`src/rtl/led_serial_shifter.sv`:
```
// -----------------------------------------------------------------------------
// led_serial_shifter
//
// Serialiser between the parallel LED/GPIO output register and the external
// daisy-chained LED shift registers. A parallel word is captured on `start`,
// shifted out on a divided serial clock, and then a latch-enable pulse is sent
// to the external chain. One extra word can be buffered while a frame is in
// flight, so the register side never has to stall.
//
// Parameters:
//   WIDTH    bits per frame (>= 2)
//   DIV      led_clk half-period in clk cycles (>= 1)
//
// Ports:
//   clk       in   system clock, rising edge
//   rst       in   asynchronous active-high reset
//   start     in   one-cycle request to send `data`
//   data      in   parallel LED word, sampled with start
//   busy      out  frame in progress (INIT, SHIFT or LATCH)
//   done      out  one-cycle pulse at the end of each frame
//   pend      out  a buffered word is waiting
//   led_clk   out  serial clock, chain shifts on its rising edge
//   led_sout  out  serial data
//   led_clrn  out  active-low clear to the chain
//   led_pen   out  latch / output-enable strobe, DIV cycles per frame
//
// Build option:
//   LED_SHIFT_MSB_FIRST_EN  defined: bit WIDTH-1 goes out first (shift left).
//                           undefined: bit 0 goes out first (shift right).
//                           Timing is identical either way.
// -----------------------------------------------------------------------------
module led_serial_shifter #(
    parameter int WIDTH = 16,
    parameter int DIV   = 2
) (
    input  logic             clk,
    input  logic             rst,
    input  logic             start,
    input  logic [WIDTH-1:0] data,
    output logic             busy,
    output logic             done,
    output logic             pend,
    output logic             led_clk,
    output logic             led_sout,
    output logic             led_clrn,
    output logic             led_pen
);

    localparam int BIT_W = $clog2(WIDTH);
    localparam int DIV_W = $clog2(DIV) + 1;

    localparam logic [BIT_W-1:0] LAST_BIT    = BIT_W'(WIDTH - 1);
    localparam logic [DIV_W-1:0] HALF_LAST   = DIV_W'(DIV - 1);
    localparam logic [DIV_W-1:0] PERIOD_LAST = DIV_W'(2 * DIV - 1);

    typedef enum logic [1:0] {
        S_INIT,
        S_IDLE,
        S_SHIFT,
        S_LATCH
    } state_t;

    state_t           state_q;
    logic [DIV_W-1:0] div_q;
    logic [BIT_W-1:0] bit_q;
    logic [WIDTH-1:0] sreg_q;
    logic [WIDTH-1:0] pbuf_q;
    logic             pend_q;
    logic             busy_q;
    logic             done_q;
    logic             clk_q;
    logic             sout_q;
    logic             clrn_q;
    logic             pen_q;

    // Shift direction: the advanced register contents and the bit that
    // leads out of each possible source word.
    logic [WIDTH-1:0] sreg_adv;
    logic             adv_head;
    logic             data_head;
    logic             pbuf_head;

`ifdef LED_SHIFT_MSB_FIRST_EN
    assign sreg_adv  = sreg_q << 1;
    assign adv_head  = sreg_q[WIDTH-2];
    assign data_head = data[WIDTH-1];
    assign pbuf_head = pbuf_q[WIDTH-1];
`else
    assign sreg_adv  = sreg_q >> 1;
    assign adv_head  = sreg_q[1];
    assign data_head = data[0];
    assign pbuf_head = pbuf_q[0];
`endif

    // Every output is a register; the next value of each is set together with
    // the state transition that implies it, so the pins never glitch.
    always_ff @(posedge clk or posedge rst) begin
        if (rst) begin
            state_q <= S_INIT;
            div_q   <= '0;
            bit_q   <= '0;
            sreg_q  <= '0;
            pbuf_q  <= '0;
            pend_q  <= 1'b0;
            busy_q  <= 1'b1;
            done_q  <= 1'b0;
            clk_q   <= 1'b0;
            sout_q  <= 1'b0;
            clrn_q  <= 1'b0;
            pen_q   <= 1'b0;
        end else begin
            done_q <= 1'b0;
            case (state_q)
                // Hold the external chain in clear for DIV cycles; start is
                // not looked at here.
                S_INIT: begin
                    if (div_q == HALF_LAST) begin
                        state_q <= S_IDLE;
                        clrn_q  <= 1'b1;
                        busy_q  <= 1'b0;
                        div_q   <= '0;
                    end else begin
                        div_q <= div_q + 1'b1;
                    end
                end

                S_IDLE: begin
                    if (start) begin
                        state_q <= S_SHIFT;
                        busy_q  <= 1'b1;
                        sreg_q  <= data;
                        sout_q  <= data_head;
                        div_q   <= '0;
                        bit_q   <= '0;
                    end
                end

                // Each bit period is 2*DIV cycles: led_clk low for the first
                // half, high for the second; data advances as the period ends.
                S_SHIFT: begin
                    if (start) begin
                        pbuf_q <= data;
                        pend_q <= 1'b1;
                    end
                    if (div_q == PERIOD_LAST) begin
                        div_q <= '0;
                        clk_q <= 1'b0;
                        if (bit_q == LAST_BIT) begin
                            state_q <= S_LATCH;
                            pen_q   <= 1'b1;
                            sout_q  <= 1'b0;
                        end else begin
                            bit_q  <= bit_q + 1'b1;
                            sreg_q <= sreg_adv;
                            sout_q <= adv_head;
                        end
                    end else begin
                        div_q <= div_q + 1'b1;
                        if (div_q == HALF_LAST) begin
                            clk_q <= 1'b1;
                        end
                    end
                end

                // On exit a buffered word is sent with no idle gap. A start
                // arriving in the exit cycle is still honoured: it becomes the
                // new pending word, or is sent directly when nothing is pending.
                S_LATCH: begin
                    if (div_q == HALF_LAST) begin
                        div_q  <= '0;
                        pen_q  <= 1'b0;
                        done_q <= 1'b1;
                        if (pend_q) begin
                            state_q <= S_SHIFT;
                            bit_q   <= '0;
                            sreg_q  <= pbuf_q;
                            sout_q  <= pbuf_head;
                            pend_q  <= start;
                            if (start) begin
                                pbuf_q <= data;
                            end
                        end else if (start) begin
                            state_q <= S_SHIFT;
                            bit_q   <= '0;
                            sreg_q  <= data;
                            sout_q  <= data_head;
                        end else begin
                            state_q <= S_IDLE;
                            busy_q  <= 1'b0;
                        end
                    end else begin
                        div_q <= div_q + 1'b1;
                        if (start) begin
                            pbuf_q <= data;
                            pend_q <= 1'b1;
                        end
                    end
                end

                default: state_q <= S_INIT;
            endcase
        end
    end

    assign busy     = busy_q;
    assign done     = done_q;
    assign pend     = pend_q;
    assign led_clk  = clk_q;
    assign led_sout = sout_q;
    assign led_clrn = clrn_q;
    assign led_pen  = pen_q;

endmodule
```
`config.mk`:
```
export PLATFORM = sky130hd
export DESIGN_NAME = led_serial_shifter
export DESIGN_NICKNAME = d
export VERILOG_FILES = /design/src/rtl/led_serial_shifter.sv
export SDC_FILE = /design/constraint.sdc
export NUM_CORES = 1
export LEC_CHECK = 0
export CORE_ASPECT_RATIO = 1.4
export CORE_UTILIZATION = 30
export DETAILED_ROUTE_END_ITERATION = 16
export GPL_TIMING_DRIVEN = 1
export PLACE_DENSITY = 0.46
export SYNTH_ARGS = -nofsm -noshare
export SYNTH_HDL_FRONTEND = slang
export SYNTH_SLANG_ARGS = --single-unit
```
`constraint.sdc`:
```
create_clock -name clk -period 2.59 [get_ports clk]
set_clock_uncertainty 0.05 [all_clocks]
set_input_delay 0.259 -clock clk [delete_from_list [all_inputs] [get_ports clk]]
set_output_delay 0.259 -clock clk [all_outputs]
set_load 0.005 [all_outputs]
```
==> impl_metrics.tcl <==
set metrics [dict create \
    setup_tns_ns 0 \
    cap_viol_max_count 0 \
    rows 39 \
    min_period_over_period 0.865 \
    final_cell_mix "45 x dfrtp_1, 33 x nor2_1, 25 x clkdlybuf4s50_1" \
    netlist_area_mm2 0.00259 \
    cts_setup_buffers 0 \
    path_max_fanout 14 \
    crit_end "sreg_q[7]" \
    synthSimpleGateAreaFrac 0.127 \
    worst_slack_ns 0.350 \
    routed_wl_um 6170 \
    syn_inst 257 \
    startpoint_type "flop" \
    worstReg2RegEnd "sreg_q[7]" \
    finalHoldViolCount 0 \
    reg2reg_slack_ns 0.35 \
    design.portCount 26 \
    ctsRootBufferMaster "clkbuf_16" \
    die_area_mm2 0.00903 \
    drtIter0Drc 117 \
    setup_violations 0 \
    grt_max_degree 32 \
    final_common_cell "dfrtp_1" \
    outcome "finished, final reports clean" \
    max_freq_ghz 0.446 \
    hold_buffers 0 \
    dp_slack_ns 0.343 \
    cts_max_level 2 \
    synth_top_family_by_area "compound AO/OA/AOI/OAI gates" \
    yosysUniqueCellTypes 46 \
    antenna_left 0 \
    hold_path_class "input port to async pin" \
    final_nets 316 \
    wire_per_inst_um 15.9 \
    synthAdderAreaFrac 0.0579 \
    clkLatencyLatePin_ns 0.29 \
    cts.reportedPaths.clkPinSlew_ns 0.06 \
    firstDrtPassIters 4 \
    required_ns 2.69 \
    numCtsBuffers 5 \
    relSlewSlack 0.218 \
    grt_use_total 0.149 \
    yosys_warnings 0 \
    grt_pass1_vias 1989 \
    p_leak_nw 1.40 \
    fp.coreArea_mm2 0.00830 \
    peakVddDrop_uv 492 \
    drv_slew 0 \
    die-width_um 80.6 \
    power_density_mw_per_mm2 1300 \
    synth-edff-count 0 \
    synth_compound_area_frac 0.183 \
    critical_path_class "flop to flop" \
    vias 2003 \
    period_needed_ns 2.24 \
    gp_congestion 0.747 \
    r2r_start "state_q[0]" \
    placedCellCount 380 \
    io_buffers 25 \
    final_cells 388 \
    grt_pass1_wl_um 10400 \
    antenna_found_initial 0 \
    fin_util 0.379 \
    reg2reg_depth 6 \
    cts_resized 0 \
    cts_buffer_depth 2 \
    die_h_um 112 \
    cp-end-kind "flop" \
    ys_seq_area_frac 0.444 \
    num_antenna_cells 0 \
    synth_area_per_cell_um2 10.1 \
    drive_gt1_frac 0.150 \
    startpoint "state_q[0]" \
    hpwlAfterDp_um 4260 \
    syn2layout_area_growth_pct 21.1 \
    muxShareOfSynthArea 0.136 \
    postSynth.asyncResetShare 1.00 \
    drc 0 \
    synth-seq-cells 46 \
    initial_utilization 0.313 \
    synth_xor_area_frac 0 \
    critPathArrivalTime_ns 2.34 \
    tightest_slew_ns 1.17 \
    clock-sinks 46 \
    cts_tree "yes" \
    via_per_inst 5.16 \
    grt-ovfl-total 0 \
    synth-main-ff-cell "dfrtp_1" \
    syn_nets 288 \
    rsz0062_at_grt "no" \
    n_fill_cell 874 \
]
per-layer routing:
layer	wire length (um)	global-route usage
met1	2840	0.190
met2	3140	0.254
met3	115	0.0268
met4	74	0.0429
met5	0	0
synth_stat cells (2+ instances only):
library cell | n | area, um^2
o21ai_0 | 9 | 45.0
and3_1 | 2 | 12.5
o22ai_1 | 3 | 18.8
mux2_2 | 18 | 203
inv_1 | 11 | 41.3
a21oi_1 | 6 | 30.0
a211o_1 | 15 | 131
mux2i_1 | 15 | 150
buf_4 | 3 | 22.5
o31ai_1 | 2 | 15.0
nor2_1 | 33 | 124
nor2b_1 | 2 | 12.5
buf_2 | 8 | 40.0
nand3_1 | 3 | 15.0
a21o_1 | 2 | 15.0
a31oi_1 | 15 | 93.8
clkbuf_1 | 3 | 11.3
ha_1 | 12 | 150
nand3b_1 | 2 | 15.0
dfrtp_1 | 45 | 1130
and2_1 | 2 | 12.5
nand2_1 | 22 | 82.6
final cells by class:
cell class / count / area, um^2 / area share
inverter: 11 / 41.3 / 0.0131
sequential: 46 / 1150 / 0.367
tap: 102 / 128 / 0.0406
timing repair buffer: 37 / 340 / 0.108
clock inverter: 1 / 30.0 / 0.00956
clock buffer: 7 / 133 / 0.0422
multi-input combinational: 184 / 1320 / 0.419
metrics by stage:
stage / power, W / cell area [um^2] / hold slack (ns)
final: 0.00409 / 3140 / 0.260
after CTS: 0.00413 / 3140 / 0.279
after global placement: 0.00335 / 2980 / 0.397
after floorplan: 0.00282 / 2590 / 0.361
after detailed placement: 0.00338 / 2980 / 0.413
after global routing: 0.00445 / 3140 / 0.312
where the power goes:
part           switching, W  internal [W]
sequential         0.000246       0.00108
combinational       0.00108      0.000947
clock              0.000279      0.000457
total               0.00160       0.00248
registers in the layout (all words and copies together) (netlist names), 2 cells and up:
register  cells
bit_q         4
div_q         2
pbuf_q       16
sreg_q       15
state_q       2
cells by family (layout without fill, tap and decap cells):
| group | count (synthesis) | count (layout) |
|---|---|---|
| simple gates | 73 | 73 |
| compound gates | 66 | 66 |
| flops | 46 | 46 |
| mux | 33 | 33 |
| buf+inv | 27 | 56 |
| fa+ha+maj | 12 | 12 |
worst min path at each step:
stage | cells after the start | end | startpoint | slack (ns)
2_1_floorplan | 1 | pbuf_q[10] | data[10] | 0.36
3_3_place_gp | 1 | led_clrn | led_clrn | 0.40
3_5_place_dp | 1 | led_clrn | led_clrn | 0.41
4_1_cts | 2 | pbuf_q[13] | rst | 0.28
5_1_grt | 2 | pbuf_q[13] | rst | 0.31
6_report | 2 | pbuf_q[10] | rst | 0.26
critical path, cell delays in order, from the launching register on:
cell     delay, ns
dfrtp_1       0.41
inv_1         0.17
ha_1          0.28
nor2_4        0.04
nor2_1        0.87
a211o_1       0.19
a31oi_1       0.08
Power figures use the tool's default switching activity.
